`config.mk`:
```
export PLATFORM = sky130hd
export DESIGN_NAME = pr_queue_axi_reader_flat
export DESIGN_NICKNAME = d
export VERILOG_FILES = /design/src/rtl/pr_queue_axi_reader_pkg.sv /design/src/rtl/pr_queue_axi_reader_if.sv /design/src/rtl/pr_queue_axi_reader_axil_read_channel.sv /design/src/rtl/pr_queue_axi_reader.sv /design/src/flat_wrapper.sv
export SDC_FILE = /design/constraint.sdc
export NUM_CORES = 1
export LEC_CHECK = 0
export ABC_AREA = 1
export BUFFER_PORTS_ARGS = -buffer_cell sky130_fd_sc_hd__buf_2
export CAP_MARGIN = 20
export CORE_MARGIN = 2
export CORE_UTILIZATION = 35
export CTS_BUF_LIST = sky130_fd_sc_hd__clkbuf_8
export CTS_CLUSTER_DIAMETER = 100
export DETAILED_ROUTE_END_ITERATION = 8
export SYNTH_ARGS = -nofsm -noshare
export SYNTH_HDL_FRONTEND = slang
export SYNTH_SLANG_ARGS = --single-unit
```
`constraint.sdc`:
```
create_clock -name m_axi_aclk -period 1.34 [get_ports m_axi_aclk]
set_input_delay 0.268 -clock m_axi_aclk [delete_from_list [all_inputs] [get_ports m_axi_aclk]]
set_output_delay 0.268 -clock m_axi_aclk [all_outputs]
set_load 0.1 [all_outputs]
```
`src/rtl/pr_queue_axi_reader_pkg.sv`:
```
// Shared constants and types for the PR queue reader: read-word layout, queue
// slave addresses, AXI response codes and the reader's FSM encoding.
package pr_queue_axi_reader_pkg;

  localparam int unsigned OU_ID_W            = 4;
  localparam int unsigned GRID_SLOT_W        = 4;
  localparam int unsigned REQ_W              = OU_ID_W + GRID_SLOT_W;
  localparam int unsigned AXI_ADDR_W         = 2;
  localparam int unsigned AXI_DATA_W         = 32;
  localparam int unsigned AXI_RESP_W         = 2;
  localparam int unsigned TIMEOUT_CYCLES_DEF = 1024;

  localparam logic [AXI_ADDR_W-1:0] PEEK_ADDR     = 2'b01;
  localparam logic [AXI_ADDR_W-1:0] POP_ADDR      = 2'b10;
  localparam logic [AXI_RESP_W-1:0] AXI_RESP_OKAY = 2'b00;

  typedef struct packed {
    logic [OU_ID_W-1:0]     ou_id;
    logic [GRID_SLOT_W-1:0] grid_slot;
  } pr_request_t;

  typedef enum logic [2:0] {
    ST_IDLE    = 3'd0,
    ST_PEEK_AR = 3'd1,
    ST_PEEK_R  = 3'd2,
    ST_OFFER   = 3'd3,
    ST_POP_AR  = 3'd4,
    ST_POP_R   = 3'd5
  } state_t;

  // Read word is {zeros, ou_id, grid_slot}; only the low REQ_W bits carry data.
  function automatic pr_request_t unpack_req(input logic [REQ_W-1:0] bits);
    return pr_request_t'(bits);
  endfunction

endpackage

```
`src/rtl/pr_queue_axi_reader_if.sv`:
```
// AXI4-Lite read-only channel bundle between the reader (master) and the
// PR queue slave.
interface pr_queue_axi_reader_if;
  import pr_queue_axi_reader_pkg::*;

  logic [AXI_ADDR_W-1:0] araddr;
  logic                  arvalid;
  logic                  arready;
  logic [AXI_DATA_W-1:0] rdata;
  logic [AXI_RESP_W-1:0] rresp;
  logic                  rvalid;
  logic                  rready;

  modport master (
    output araddr, arvalid, rready,
    input  arready, rdata, rresp, rvalid
  );

  modport slave (
    input  araddr, arvalid, rready,
    output arready, rdata, rresp, rvalid
  );

endinterface

```
`src/rtl/pr_queue_axi_reader_axil_read_channel.sv`:
```
// Single outstanding AXI4-Lite read: start/addr launches AR, the R beat is
// reported combinationally via done_c. Owns the arready-wait timeout counter.
module axil_read_channel
  import pr_queue_axi_reader_pkg::*;
#(
  parameter int unsigned TIMEOUT_CYCLES = TIMEOUT_CYCLES_DEF
) (
  input  logic                  clk,
  input  logic                  rst_n,
  input  logic                  start,
  input  logic [AXI_ADDR_W-1:0] addr,
  pr_queue_axi_reader_if.master axi,
  output logic                  ar_done_c,
  output logic                  done_c,
  output logic [AXI_DATA_W-1:0] data_c,
  output logic [AXI_RESP_W-1:0] resp_c,
  output logic                  timeout_c
);

  localparam int unsigned     CNT_W   = $clog2(TIMEOUT_CYCLES + 1);
  localparam logic [CNT_W-1:0] CNT_MAX = CNT_W'(TIMEOUT_CYCLES);

  logic [CNT_W-1:0] wait_cnt;
  logic             busy_c;

  assign busy_c    = axi.arvalid || axi.rready;
  assign ar_done_c = axi.arvalid && axi.arready;
  assign done_c    = axi.rvalid && axi.rready;
  assign data_c    = axi.rdata;
  assign resp_c    = axi.rresp;
  // One-shot event on the stall cycle that brings the counter to saturation.
  assign timeout_c = axi.arvalid && !axi.arready && (wait_cnt == CNT_MAX - CNT_W'(1));

  always_ff @(posedge clk or negedge rst_n) begin
    if (!rst_n) begin
      axi.araddr  <= '0;
      axi.arvalid <= 1'b0;
      axi.rready  <= 1'b0;
      wait_cnt    <= '0;
    end else begin
      if (start && !busy_c) begin
        axi.arvalid <= 1'b1;
        axi.araddr  <= addr;
      end
      if (ar_done_c) begin
        axi.arvalid <= 1'b0;
        axi.rready  <= 1'b1;
      end
      if (done_c) begin
        axi.rready <= 1'b0;
      end
      // arvalid without a handshake implies arready is low this cycle.
      if (ar_done_c) begin
        wait_cnt <= '0;
      end else if (axi.arvalid && wait_cnt != CNT_MAX) begin
        wait_cnt <= wait_cnt + CNT_W'(1);
      end
    end
  end

endmodule

```
`src/rtl/pr_queue_axi_reader.sv`:
```
// Drains the PR request queue: peek the oldest entry, offer it to the loader,
// then pop it and confirm the popped word matches what was offered.
module pr_queue_axi_reader
  import pr_queue_axi_reader_pkg::*;
#(
  parameter int unsigned TIMEOUT_CYCLES = TIMEOUT_CYCLES_DEF
) (
  input  logic                   m_axi_aclk,
  input  logic                   m_axi_aresetn,
  input  logic                   pr_request_pending,
  pr_queue_axi_reader_if.master  m_axi,
  output logic                   req_valid,
  input  logic                   req_ready,
  output logic [OU_ID_W-1:0]     req_ou_id,
  output logic [GRID_SLOT_W-1:0] req_grid_slot,
  input  logic                   err_clear,
  output logic                   err_mismatch,
  output logic                   err_resp,
  output logic                   err_timeout
);

  state_t                state;
  pr_request_t           req_q;
  pr_request_t           shadow_q;

  logic                  start_c;
  logic [AXI_ADDR_W-1:0] start_addr_c;
  logic                  ar_done_c;
  logic                  r_done_c;
  logic [AXI_DATA_W-1:0] r_data_c;
  logic [AXI_RESP_W-1:0] r_resp_c;
  logic                  timeout_c;
  pr_request_t           beat_req_c;
  logic                  beat_err_c;
  logic                  resp_set_c;
  logic                  mismatch_set_c;
  logic                  unused_upper;

  axil_read_channel #(
    .TIMEOUT_CYCLES(TIMEOUT_CYCLES)
  ) u_rd_chan (
    .clk       (m_axi_aclk),
    .rst_n     (m_axi_aresetn),
    .start     (start_c),
    .addr      (start_addr_c),
    .axi       (m_axi),
    .ar_done_c (ar_done_c),
    .done_c    (r_done_c),
    .data_c    (r_data_c),
    .resp_c    (r_resp_c),
    .timeout_c (timeout_c)
  );

  assign req_ou_id     = req_q.ou_id;
  assign req_grid_slot = req_q.grid_slot;
  assign unused_upper  = ^r_data_c[AXI_DATA_W-1:REQ_W];

  // Launch requests: peek from IDLE, pop on the loader handshake.
  always_comb begin
    start_c      = 1'b0;
    start_addr_c = PEEK_ADDR;
    if (state == ST_IDLE) begin
      start_c = pr_request_pending;
    end else if (state == ST_OFFER) begin
      start_c      = req_ready;
      start_addr_c = POP_ADDR;
    end
  end

  always_comb begin
    beat_req_c     = unpack_req(r_data_c[REQ_W-1:0]);
    beat_err_c     = (r_resp_c != AXI_RESP_OKAY);
    resp_set_c     = r_done_c && beat_err_c && (state == ST_PEEK_R || state == ST_POP_R);
    mismatch_set_c = r_done_c && (state == ST_POP_R) && (beat_req_c != shadow_q);
  end

  always_ff @(posedge m_axi_aclk or negedge m_axi_aresetn) begin
    if (!m_axi_aresetn) begin
      state        <= ST_IDLE;
      req_valid    <= 1'b0;
      req_q        <= '0;
      shadow_q     <= '0;
      err_mismatch <= 1'b0;
      err_resp     <= 1'b0;
      err_timeout  <= 1'b0;
    end else begin
      // Sticky flags: a set event in the same cycle overrides err_clear.
      err_mismatch <= mismatch_set_c | (err_mismatch & ~err_clear);
      err_resp     <= resp_set_c     | (err_resp     & ~err_clear);
      err_timeout  <= timeout_c      | (err_timeout  & ~err_clear);

      case (state)
        ST_IDLE: begin
          if (pr_request_pending) state <= ST_PEEK_AR;
        end
        ST_PEEK_AR: begin
          if (ar_done_c) state <= ST_PEEK_R;
        end
        ST_PEEK_R: begin
          if (r_done_c) begin
            req_q    <= beat_req_c;
            shadow_q <= beat_req_c;
            if (beat_err_c) begin
              state <= ST_IDLE;
            end else begin
              req_valid <= 1'b1;
              state     <= ST_OFFER;
            end
          end
        end
        ST_OFFER: begin
          if (req_ready) begin
            req_valid <= 1'b0;
            state     <= ST_POP_AR;
          end
        end
        ST_POP_AR: begin
          if (ar_done_c) state <= ST_POP_R;
        end
        ST_POP_R: begin
          if (r_done_c) state <= ST_IDLE;
        end
        default: state <= ST_IDLE;
      endcase
    end
  end

endmodule

```
`src/flat_wrapper.sv`:
```
// flat-port wrapper written by rule: the top's interface ports become plain ports
module pr_queue_axi_reader_flat import pr_queue_axi_reader_pkg::*;
#(
  parameter int unsigned TIMEOUT_CYCLES = TIMEOUT_CYCLES_DEF
)
  (m_axi_aclk, m_axi_aresetn, pr_request_pending, req_valid, req_ready, req_ou_id, req_grid_slot, err_clear, err_mismatch, err_resp, err_timeout, m_axi_araddr, m_axi_arvalid, m_axi_rready, m_axi_arready, m_axi_rdata, m_axi_rresp, m_axi_rvalid);
  pr_queue_axi_reader_if m_axi_i ();
  input  logic m_axi_aclk;
  input  logic m_axi_aresetn;
  input  logic pr_request_pending;
  output logic req_valid;
  input  logic req_ready;
  output logic [OU_ID_W-1:0] req_ou_id;
  output logic [GRID_SLOT_W-1:0] req_grid_slot;
  input  logic err_clear;
  output logic err_mismatch;
  output logic err_resp;
  output logic err_timeout;
  output wire logic [$bits(m_axi_i.araddr)-1:0] m_axi_araddr;
  output wire logic [$bits(m_axi_i.arvalid)-1:0] m_axi_arvalid;
  output wire logic [$bits(m_axi_i.rready)-1:0] m_axi_rready;
  input wire logic [$bits(m_axi_i.arready)-1:0] m_axi_arready;
  input wire logic [$bits(m_axi_i.rdata)-1:0] m_axi_rdata;
  input wire logic [$bits(m_axi_i.rresp)-1:0] m_axi_rresp;
  input wire logic [$bits(m_axi_i.rvalid)-1:0] m_axi_rvalid;
  assign m_axi_araddr = m_axi_i.araddr;
  assign m_axi_arvalid = m_axi_i.arvalid;
  assign m_axi_rready = m_axi_i.rready;
  assign m_axi_i.arready = m_axi_arready;
  assign m_axi_i.rdata = m_axi_rdata;
  assign m_axi_i.rresp = m_axi_rresp;
  assign m_axi_i.rvalid = m_axi_rvalid;
  pr_queue_axi_reader #(.TIMEOUT_CYCLES(TIMEOUT_CYCLES)) u_core (.m_axi_aclk(m_axi_aclk), .m_axi_aresetn(m_axi_aresetn), .pr_request_pending(pr_request_pending), .m_axi(m_axi_i), .req_valid(req_valid), .req_ready(req_ready), .req_ou_id(req_ou_id), .req_grid_slot(req_grid_slot), .err_clear(err_clear), .err_mismatch(err_mismatch), .err_resp(err_resp), .err_timeout(err_timeout));
endmodule
```
After elaboration in Yosys (flattened, before gate mapping)
Cells that the tools add are included.

Eq/ne operators: 15. Mux-type cells: 22. $add $sub $neg: 1. Bitwise gates (word level): 7. $lt $le $gt $ge: 0. Div/mod/pow operators: 0. Reduce and logical (&&, ||, !) cells: 23. Shift operators: 0. $mul: 0.

Operators by type and width (number): 11-bit 2-to-1 mux (2); 3-bit 2-to-1 mux (6); 3-bit one-hot mux with 6 select lines (1); 11-bit by 1-bit adder with 11-bit output, second input constant (1); 11-bit by 10-bit == test with 1-bit output, second input constant (1); 11-bit != test, second input constant (1); 1-bit logical AND (10); 2-bit nonzero test (5); 1-bit 2-to-1 mux (9); 2-bit by 1-bit != test with 1-bit output, second input constant (4); 8-bit != test (1); 3-bit by 2-bit == test with 1-bit output, second input constant (2); 3-bit == test, second input constant (2); 2-bit 2-to-1 mux (3); 2-bit != test, second input constant (3); 6-bit AND reduction (1); 4-bit AND reduction (1); 1-bit bitwise AND (3); 3-bit by 1-bit == test with 1-bit output, second input constant (1); 3-bit zero test (1); 1-bit OR (3); 1-bit zero test (2); 1-bit logical OR (2); 1-bit one-hot mux with 2 select lines (1); 2 further kinds (2).

Bits in read-only memories: 0. Bits of input ports: 41. Bits in latches: 0. Output and inout bits: 16. Bits in writable memories: 0. Memories: 0. Bits in registers: 30.

Depth between registers and ports, before layout
Gate-level depths: netlist of the first run.

Depth in word-level cells: 6. Depth in mapped cells: 9.

Cells and area by module
A second synthesis of the first run with hierarchy kept.

Cells, all modules: 272. Area, all modules: 2033.2 µm².

By module, submodules not included: axil_read_channel (cells each 149, instances 1, area an instance 1133.6 µm², seq. area each 375.4 µm²); pr_queue_axi_reader (cells each 123, instances 1, area an instance 899.6 µm², seq. area each 375.4 µm²).

Worst setup path after synthesis of the first run
OpenSTA, ideal clock, no wires.

Path type: reg2reg. Start point: reg u_core.u_rd_chan.axi.rready. End point: reg u_core.state[0]. Stages on the path, launching flop included: 8. Data arrival time: 1.699 ns. Data required time: 1.223 ns. Setup time: 0.117 ns. Slack: -0.476 ns. Period minus slack after synthesis: 1.816 ns. Cells stage by stage: dfrtp_1 -> nand2_1 -> inv_1 -> nor2_1 -> nor2_1 -> nand3b_1 -> nand2_1 -> nand2_1.

Word-level cells in the longest chain between the ends: 3. Elaborated cells between the ends (all ways): 4. Classes of those cells: eq/ne: 2; reduce/logical: 2.

Ends and longest elaborated chain: start, declared (RTL line pr_queue_axi_reader_if.sv:15) `output araddr, arvalid, rready,`; start signal, assigned (RTL line pr_queue_axi_reader_axil_read_channel.sv:38) `axi.rready <= 1'b0;`; start signal, assigned (RTL line pr_queue_axi_reader_axil_read_channel.sv:47) `axi.rready <= 1'b1;`; start signal, assigned (RTL line pr_queue_axi_reader_axil_read_channel.sv:50) `axi.rready <= 1'b0;`; 1-bit logical AND (*) (RTL line pr_queue_axi_reader_axil_read_channel.sv:28) `assign done_c = axi.rvalid && axi.rready;`; 2-bit by 1-bit != test with 1-bit output (no line); 6-bit AND reduction (no line) (*); end signal, assigned (RTL line pr_queue_axi_reader.sv:79) `state <= ST_IDLE;`; end signal, assigned (RTL line pr_queue_axi_reader.sv:94) `if (pr_request_pending) state <= ST_PEEK_AR;`; end signal, assigned (RTL line pr_queue_axi_reader.sv:97) `if (ar_done_c) state <= ST_PEEK_R;`; end, declared (RTL line pr_queue_axi_reader.sv:22) `state_t state;`.

Mark *: on every way between the ends. The rest lies on a longest branch, timed or not. A chain may end at the register's enable or synchronous reset.

Final worst setup path of the first run
Start point: reg u_core.u_rd_chan.wait_cnt[0]. End point: reg u_core.u_rd_chan.wait_cnt[7].

Word-level cells in the longest chain between the ends: 3. Elaborated cells between the ends (all ways): 6. Classes of those cells: add/sub: 1; eq/ne: 1; mux: 2; reduce/logical: 2.

Ends and longest elaborated chain: start, declared (RTL line pr_queue_axi_reader_axil_read_channel.sv:23) `logic [CNT_W-1:0] wait_cnt;`; start signal, assigned (RTL line pr_queue_axi_reader_axil_read_channel.sv:56) `wait_cnt <= wait_cnt + CNT_W'(1);`; 11-bit by 1-bit adder with 11-bit output or 11-bit != test (tied branches) (RTL line pr_queue_axi_reader_axil_read_channel.sv:56, pr_queue_axi_reader_axil_read_channel.sv:55); 11-bit 2-to-1 mux or 1-bit logical AND (tied branches) (RTL line pr_queue_axi_reader_axil_read_channel.sv:55) `end else if (axi.arvalid && wait_cnt != CNT_MAX) begin`; 11-bit 2-to-1 mux or 2-bit nonzero test (tied branches).

Several ways; a longest one is shown, not always the timed one. The select of a mux whose other input is x is not followed.

==> out/metrics.csv, run 1 <==
metric;value;unit
status;finished clean;
leakagePower;1.349;nW
ant_nets;0;
final_cell_mix;84 x nand2_1, 28 x nand3_1, 24 x inv_1;
cts.htree.levels;2;
wl_per_cell;11.24;µm
seq_area_frac_synth;0.4161;
cts_sinks;30;
vias_per_cell;4.578;
criticalPathCategory;reg2reg;
synthCells;241;
dieArea;0.005745;mm²
syn_nets;284;
period_share;0.9910;
required;1.51;ns
ys_seq_elements;30;
syn_area;0.001804;mm²
drcViolationCount;0;
end_kind;flop;
max_freq;753.0;MHz
worstPathArrival;1.49;ns
grt_pass1_wl;6.831;mm
finalMaxSlewViolations;0;
gp_congestion;0.9407;
met3_usage;0.03439;
grt_busiest_layer;met2;
power.density;2371;mW/mm²
wl;4.104;mm
maxCapViolations;0;
port_buffers;32;
grt_overflow;0;
mostFrequentLayoutCell;nand2_1;
core;0.005042;mm²
gr-usage-met1;0.2136;
ir_drop;0.001636;V
antennaDiodeCount;0;
start_kind;flop;
clock_skew;0.004531;ns
antenna_found_initial;0;
hold_viol;0;
syn_area_per_cell;7.486;µm²
hp-class;in2reg;
slew_headroom;0.7616;
grt_max_degree;16;
syn_to_final_growth;45.91;%
tightestPinTransition;0.3576;ns
io_pins;57;
nFillCells;471;
drt_iter0_markers;71;
vias;1671;
grt_pass1_vias;1500;
drive_gt1_frac;0.3525;
dp_hpwl;3.035;mm
clk_path_buf_depth;2;
final-setup-viol-count;0;
placed_area;0.002394;mm²
clock_latency;0.28;ns
row_count;26;
final_nets;337;
cts_buffers;5;
tritoncts;yes;
ys_warn_count;0;
cts-root-buf;clkbuf_8;
track_usage;0.1583;
synth_cell_type_count;25;
start_util;0.3578;
dieWidth;75.80;µm
period_minus_slack;1.328;ns
rsz0062_at_grt;yes;
cp_max_fo;10;
fin_total_pwr;0.006241;W
die_h;75.80;µm
firstDrtPassIters;5;
postLayoutCellArea;0.002633;mm²
clkSlewWorstSetupHoldPaths;0.07;ns
met2_usage;0.2433;
[cell usage after synthesis (all sizes together)]
library cell	count	area, µm²
nor2	28	153.9
nand4	3	18.77
inv	28	105.1
o21ai	7	38.79
dfrtp	30	750.7
clkbuf	1	3.750
nand3	35	197.7
xor2	3	26.28
xnor2	10	87.58
buf	1	5.000
nand2	88	337.8
o31ai	1	7.510
ha	2	25.02
o21bai	1	11.26
nand3b	3	35.03
[power by group]
| part | internal, W | total (W) | switching, W |
|---|---|---|---|
| Clock | 0.000598 | 0.000947 | 0.000349 |
| Combinational | 0.00135 | 0.00365 | 0.00230 |
| Sequential | 0.00124 | 0.00165 | 0.000410 |
| Total | 0.00318 | 0.00624 | 0.00306 |
[per-stage QoR]
step / setup WS, ns / hold slack [ns] / setup TNS [ns] / std cells / utilization
after floorplan: 0.02407 / -0.02759 / 0 / 241 / -
after global placement: 0.01371 / 0.1916 / 0 / 353 / 0.4747
final: 0.01205 / 0.2067 / 0 / 365 / 0.5221
after global routing: -0.06773 / 0.2115 / -0.3743 / 365 / 0.5221
after detailed placement: 0.001440 / 0.1964 / 0 / 353 / 0.4747
after CTS: 0.001070 / 0.1998 / 0 / 363 / 0.5047
[registers in the layout (all words and copies together) (netlist names), 2 cells and up]
register and flops:
u_core.u_rd_chan.wait_cnt 11, u_core.u_rd_chan.axi.araddr 2, u_core.state 3, u_core.req_grid_slot 4, u_core.req_ou_id 4
[layer usage]
metal	part of all wire	vias up
met4	0.012	0
met3	0.041	5
li1	-	859
met5	0	-
met1	0.47	774
met2	0.48	33
[path summary, 6_finish.rpt]
| kind | start | endpoint | slack [ns] | depth (start not counted) |
|---|---|---|---|---|
| max in group asynchronous | m_axi_aresetn | u_core.u_rd_chan.axi.arvalid | 0.45 | 3 |
| worst min register to register | u_core.req_ou_id[1] | u_core.req_ou_id[1] | 0.54 | 2 |
| worst max register to register | u_core.u_rd_chan.wait_cnt[0] | u_core.u_rd_chan.wait_cnt[7] | 0.01 | 8 |
| worst min-delay path | m_axi_rdata[1] | u_core.req_grid_slot[1] | 0.21 | 3 |
| min in group asynchronous | m_axi_aresetn | u_core.state[2] | 0.41 | 2 |
| worst max-delay path | u_core.u_rd_chan.wait_cnt[0] | u_core.u_rd_chan.wait_cnt[7] | 0.01 | 8 |
[cell type report]
type	count	area, µm²	area share
Clock inverter	2	33.78	0.01283
Inverter	28	105.1	0.03992
Sequential cell	30	775.7	0.2947
Clock buffer	6	82.58	0.03137
Timing Repair Buffer	48	535.5	0.2034
Tap cell	70	87.58	0.03327
Multi-Input combinational cell	181	1012	0.3845
[timing repair]
action,CTS,global route
hold buffers,1,0
setup buffers,1,3
endpoints found under the hold margin,13,0
pin swaps,3,3
setup endpoints to repair,4,16
gates resized for setup,2,23
[worst max-delay path, cell delays in order, from the launching register on]
cell and delay [ns]:
dfrtp_1 0.42, inv_2 0.10, ha_4 0.14, nand3_4 0.08, nor2_4 0.13, nor2_4 0.05, buf_12 0.14, nand3_1 0.07
nand2_1 0.07
[cells by family (layout without fill, tap and decap cells)]
family	Yosys count	after routing	share of synthesized area
compound gates	9	9	0.03190
xor+xnor	13	13	0.06311
fa+ha+maj	2	2	0.01387
buf+inv	30	84	0.06310
flops	30	30	0.4161
simple gates	157	157	0.4119
Note: power is estimated with default switching activity, not from simulation.
==> inputs of run 2 (changes only) <==
==> constraint.sdc (replaced) <==
create_clock -name m_axi_aclk -period 1.21 [get_ports m_axi_aclk]
set_input_delay 0.242 -clock m_axi_aclk [delete_from_list [all_inputs] [get_ports m_axi_aclk]]
set_output_delay 0.242 -clock m_axi_aclk [all_outputs]
set_load 0.1 [all_outputs]
==> run 2 against run 1 <==
Effect of this change: the run now ends with negative setup slack left; flip-flop and latch count is the same; cell count grew 4.4%; clock power shrank 8.0%; die area is the same; clock skew is essentially flat; critical endpoint is now u_core.u_rd_chan.wait_cnt[9].
==> out/metrics.csv, run 2 (synthesized netlist as in run 1, its figures left out) <==
metric;value;unit;change
worstPathArrival;1.47;ns;-0.02 ns
leakagePower;1.449;nW;+7.4%
final-setup-viol-count;21;;+21
drt-met1-wl;1.999;mm;+3.8%
core;0.005042;mm²;unchanged
dieArea;0.005745;mm²;unchanged
rsz0062_at_grt;yes;;
tightestPinTransition;0.3330;ns;-0.02461 ns
slew_headroom;0.7780;;+0.01640
grt_max_degree;15;;-1
required;1.39;ns;-0.12 ns
port_buffers;32;;unchanged
start_util;0.3578;;unchanged
dr_wl_met3;180;µm;+7.8%
nFillCells;450;;-4.5%
ir_drop;0.001900;V;+16%
rrSetupSlack;-0.09;ns;-0.10 ns
cts.htree.levels;2;;unchanged
vias;1715;;+2.6%
clk_path_buf_depth;2;;unchanged
grt_pass1_vias;1569;;+4.6%
grt_overflow;0;;unchanged
violations;negative setup slack;;
period_minus_slack;1.298;ns;-0.02994 ns
clockPowerShare;0.118;;-0.034
wl;4.461;mm;+8.7%
max_freq;770.4;MHz;+2.3%
met2_length;2.202;mm;+12%
pwr-share-seq;0.261;;-0.003
maxCapViolations;0;;unchanged
start_kind;flop;;
worstSetupStartpoint;u_core.u_rd_chan.wait_cnt[1];;
fin_util;0.5767;;+0.05459
firstDrtPassIters;4;;-1
clock_skew;0.004046;ns;-0.0004849 ns
cts_buffers;5;;unchanged
dieWidth;75.80;µm;unchanged
die_h;75.80;µm;unchanged
hold_viol;0;;unchanged
switching_share;0.5005;;+0.01008
timing.hold.ws;0.1858;ns;-0.02090 ns
criticalPathCategory;reg2reg;;
switching_power;0.003704;W;+21%
p_comb_frac;0.621;;+0.037
intPower;0.003696;W;+16%
tritoncts;yes;;
drt_iter0_markers;40;;-44%
finalMaxSlewViolations;0;;unchanged
clock_latency;0.28;ns;about the same
gp_congestion;0.8881;;-5.6%
reg2reg_to;u_core.u_rd_chan.wait_cnt[9];;
antennaDiodeCount;0;;unchanged
row_count;26;;unchanged
max_flop_register;u_core.u_rd_chan.wait_cnt;;
setup_slack;-0.08802;ns;-0.1001 ns
reg2reg_from;u_core.u_rd_chan.wait_cnt[1];;
grt_pass1_wl;6.948;mm;+1.7%
clkSlewWorstSetupHoldPaths;0.07;ns;about the same
cts-root-buf;clkbuf_8;;
ant_nets;0;;unchanged
antenna_found_initial;0;;unchanged
crit_end;u_core.u_rd_chan.wait_cnt[9];;
top_layer_used;met4;;
dp_hpwl;3.025;mm;-0.31%
cp_max_fo;10;;unchanged
period_share;1.073;;+0.08173
cts_sinks;30;;unchanged
io_pins;57;;unchanged
final_nets;353;;+4.7%
track_usage;0.1597;;+0.001418
final_cell_mix;66 x nand2_1, 27 x buf_4, 24 x nand3_1;;
status;complete, but fails checks;;
syn_to_final_growth;61.17;%;
wl_per_cell;11.71;µm;+4.1%
mostFrequentLayoutCell;nand2_1;;
vias_per_cell;4.501;;-1.7%
end_kind;flop;;
hp-class;in2reg;;
drive_gt1_frac;0.4727;;+0.1201
largest_reg_flops;11;;unchanged
power.density;2545;mW/mm²;+7.3%
ff2ff_path_depth;8;;unchanged
drcViolationCount;0;;unchanged
[run 2: changes by cell type in the layout (fill, tap and decap cells not counted), sizes merged]
cell,delta
buf,+15
bufinv,-1
clkinv,+1
clkinvlp,+1
inv,-1
nand2,+1
[run 2: worst min path at each step]
stage / from / end / slack [ns] / depth (start not counted)
floorplan: m_axi_aresetn / u_core.err_mismatch / -0.05 / 0
finish: m_axi_rdata[0] / u_core.req_grid_slot[0] / 0.19 / 3
detailed placement: m_axi_aresetn / u_core.state[1] / 0.17 / 1
global route: m_axi_rdata[1] / u_core.req_grid_slot[1] / 0.20 / 3
global placement: m_axi_aresetn / u_core.state[1] / 0.16 / 1
CTS: m_axi_rdata[0] / u_core.req_grid_slot[0] / 0.17 / 3
[run 2: area by class of cell]
class / instances / area [µm²] / share of cell area
multi-input combinational: 182 / 1156 / 0.3976
sequential: 30 / 792.0 / 0.2724
timing repair buffer: 63 / 664.4 / 0.2285
inverter: 28 / 112.6 / 0.03873
tap: 70 / 87.58 / 0.03012
clock buffer: 6 / 82.58 / 0.02840
clock inverter: 2 / 12.51 / 0.004303
[run 2: through the flow]
step                TNS, ns  std cells  cell area (µm²)  setup WS [ns]  total power, W
global placement     -1.476        363             2516        -0.1511        0.005856
finish              -0.9035        381             2908       -0.08802        0.007400
CTS                 -0.9453        376             2689       -0.08203        0.006928
floorplan           -0.1527        241             1861       -0.02281        0.004353
global route         -2.718        381             2908        -0.1788        0.007778
detailed placement   -1.833        363             2516        -0.1813        0.005884
[run 2: power by group through the flow]
stage	clock (W)	sequential [W]	combinational, W
2_1_floorplan	0	0.00331	0.00105
5_1_grt	0.000930	0.00197	0.00488
3_5_place_dp	0	0.00188	0.00400
6_report	0.000871	0.00193	0.00460
4_1_cts	0.000895	0.00186	0.00417
3_3_place_gp	0	0.00188	0.00397
[run 2: layer usage]
| layer | up-vias | global-route usage |
|---|---|---|
| met5 | - | 0 |
| met4 | 0 | 0.06043 |
| met3 | 7 | 0.04365 |
| li1 | 894 | - |
| met2 | 31 | 0.2490 |
| met1 | 783 | 0.2113 |
[run 2: worst max-delay path: stages (launching register included)]
cell	delay, ns
dfrtp_1	0.42
inv_1	0.11
ha_4	0.15
nand3_4	0.09
nor2_4	0.11
nor2_4	0.05
buf_12	0.14
nand3_1	0.07
nand2_1	0.05
[run 2: repair_timing]
action,CTS,global route
cloned,0,1
endpoints found under the setup margin,34,38
hold buffers,1,0
pin swaps,3,16
hold endpoints to repair,12,0
gates resized for setup,8,46
buffers inserted,4,4
==> inputs of run 3 (changes only) <==
--- a/config.mk
+++ b/config.mk
@@ -9,10 +9,11 @@
 export BUFFER_PORTS_ARGS = -buffer_cell sky130_fd_sc_hd__buf_2
 export CAP_MARGIN = 20
 export CORE_MARGIN = 2
-export CORE_UTILIZATION = 35
+export CORE_UTILIZATION = 48
 export CTS_BUF_LIST = sky130_fd_sc_hd__clkbuf_8
 export CTS_CLUSTER_DIAMETER = 100
 export DETAILED_ROUTE_END_ITERATION = 8
+export PLACE_DENSITY = 0.79
 export SYNTH_ARGS = -nofsm -noshare
 export SYNTH_HDL_FRONTEND = slang
 export SYNTH_SLANG_ARGS = --single-unit
==> run 3 against run 2 <==
Effect of this change: the flow still finishes with violations (negative setup slack); clock-buffer cell count decreased by 1; sequential share of layout area decreased by 0.65 points; total power increased by 6.6%; setup slack got worse by 0.13 ns; worst hold slack got worse by 0.014 ns; via count increased by 18%; critical path type unchanged; largest power group unchanged; highest routed layer unchanged.
==> out/metrics.csv, run 3 (synthesized netlist as in run 1, its figures left out) <==
metric;value;unit;change
criticalPathCategory;reg2reg;;
nFillCells;197;;-56%
clkSlewWorstSetupHoldPaths;0.07;ns;about the same
grt_pass1_vias;1940;;+24%
crit_slowest_cell;dfrtp_1;;
drt_iter0_markers;187;;+370%
port_buffers;32;;unchanged
tightestPinTransition;0.4032;ns;+0.07020 ns
vias_per_cell;5.625;;+25%
period_minus_slack;1.423;ns;+0.1254 ns
syn_to_final_growth;65.12;%;
firstDrtPassIters;5;;+1
tritoncts;yes;;
violations;negative setup slack;;
dp_hpwl;3.324;mm;+9.9%
end_kind;flop;;
worstPathArrival;1.65;ns;+0.18 ns
leakagePower;1.488;nW;+2.7%
clock_latency;0.29;ns;about the same
grt_pass1_wl;8.721;mm;+26%
rsz0062_at_grt;yes;;
gp_congestion;0.8848;;-0.37%
wl_per_cell;17.84;µm;+52%
finalMaxSlewViolations;0;;unchanged
path_cells;buf_6 -> ha_4 -> inv_4 -> nor2_8 -> nand3_4 -> o21bai_2 -> nand2_1 -> nor2_1;;
period_share;1.176;;+0.1037
hp-class;in2reg;;
maxCapViolations;0;;unchanged
start_util;0.4966;;+0.1387
dieArea;0.004265;mm²;-26%
clk_path_buf_depth;2;;unchanged
ff_latch_area;792.0;µm²;unchanged
antennaDiodeCount;0;;unchanged
slew_headroom;0.7312;;-0.04680
power.density;2648;mW/mm²;+4.1%
fin_setup_tns;-2.553;ns;-1.650 ns
vias;2025;;+18%
mostFrequentLayoutCell;nand2_1;;
track_usage;0.2663;;+0.1066
status;complete, but fails checks;;
hold_viol;0;;unchanged
stdcell_count;360;;-5.5%
die_h;65.31;µm;-14%
cts.htree.levels;2;;unchanged
slowest_delay;0.42;ns;about the same
io_pins;57;;unchanged
largest_reg_flops;11;;unchanged
antenna_found_initial;0;;unchanged
dp.cells;339;;-6.6%
wl;6.424;mm;+44%
multi_input_area;0.001205;mm²;+4.2%
drive_gt1_frac;0.5064;;+0.03374
cts_buffers;5;;unchanged
dieWidth;65.31;µm;-14%
hp-start;m_axi_rdata[0];;
clock_skew;0.007300;ns;+0.003254 ns
cts-root-buf;clkbuf_8;;
row_count;22;;-15%
reg2reg_from;u_core.u_rd_chan.wait_cnt[0];;
final-setup-viol-count;27;;+29%
setup_slack;-0.2134;ns;-0.1254 ns
start_kind;flop;;
final_nets;354;;+0.28%
cp_max_fo;5;;-5
final_cell_mix;64 x nand2_1, 24 x buf_4, 21 x nand2_2, 21 x nand3_1, 20 x inv_1;;
drcViolationCount;0;;unchanged
max_flop_register;u_core.u_rd_chan.wait_cnt;;
cts_sinks;30;;unchanged
ant_nets;0;;unchanged
grt_overflow;0;;unchanged
grt_max_degree;31;;+16
core;0.003633;mm²;-28%
ir_drop;0.001917;V;+0.90%
max_freq;702.5;MHz;-8.8%
worstSetupStartpoint;u_core.u_rd_chan.wait_cnt[0];;
required;1.43;ns;+0.04 ns
-- run 3: cell count changes in the layout (fill, tap and decap cells not counted), sizes merged --
| cell | previous run | this run |
|---|---|---|
| buf | 62 | 64 |
| bufinv | 0 | 1 |
| clkbuf | 6 | 5 |
| clkinv | 1 | 2 |
| clkinvlp | 1 | 0 |
| nand2 | 89 | 88 |
-- run 3: layout make-up --
class | count | share of cell area
multi-input cells | 181 | 0.4045
flip-flops and latches | 30 | 0.2659
well taps | 48 | 0.02016
repair buffers | 65 | 0.2344
clock inverters | 3 | 0.01344
inverters | 28 | 0.03864
clock buffers | 5 | 0.02310
-- run 3: through the flow --
step | cell area [µm²] | utilization | setup WS, ns | hold WS [ns] | total power, W
2_1_floorplan | 1861 | - | -0.02281 | -0.05359 | 0.004353
3_3_place_gp | 2474 | 0.6808 | -0.1256 | 0.2737 | 0.005798
3_5_place_dp | 2474 | 0.6808 | -0.1823 | 0.2934 | 0.005911
4_1_cts | 2768 | 0.7617 | -0.1143 | 0.1797 | 0.007238
5_1_grt | 2979 | 0.8199 | -0.3080 | 0.1774 | 0.008172
6_report | 2979 | 0.8199 | -0.2134 | 0.1716 | 0.007889
-- run 3: power breakdown --
group          internal [W]  switching, W  leakage (nW)
Sequential          0.00143      0.000517         0.378
Combinational       0.00187       0.00304          1.05
Clock              0.000606      0.000422        0.0579
Total               0.00391       0.00398          1.49
-- run 3: metal layers --
layer	vias up	track usage	routed length, µm
met2	137	0.4643	3312
met1	954	0.3079	2385
met4	0	0.1328	227
li1	900	-	-
met3	34	0.05651	499
met5	-	0	0
-- run 3: final timing paths --
check / endpoint / cells after the start / slack [ns]
worst max-delay path: u_core.u_rd_chan.wait_cnt[10] / 8 / -0.21
worst min-delay path: u_core.req_grid_slot[0] / 3 / 0.17
worst max register to register: u_core.u_rd_chan.wait_cnt[10] / 8 / -0.21
worst min register to register: u_core.req_valid / 2 / 0.56
max in group asynchronous: u_core.req_ou_id[3] / 3 / 0.37
min in group asynchronous: u_core.u_rd_chan.axi.arvalid / 3 / 0.51
-- run 3: what timing repair did --
action                                  CTS  global route
hold endpoints to repair                 30             0
buffers inserted                          8             4
hold buffers                              1             0
endpoints found under the setup margin   33            36
gates cloned                              0             0
resized for setup                        26            46
pin swaps                                 7            17
-- run 3: critical path: cells and delay by family (launching register included) --
kind            cells  cell delay, ns
compound gates      1            0.13
fa+ha+maj           1            0.13
buf+inv             2            0.17
flops               1            0.42
simple gates        4            0.49
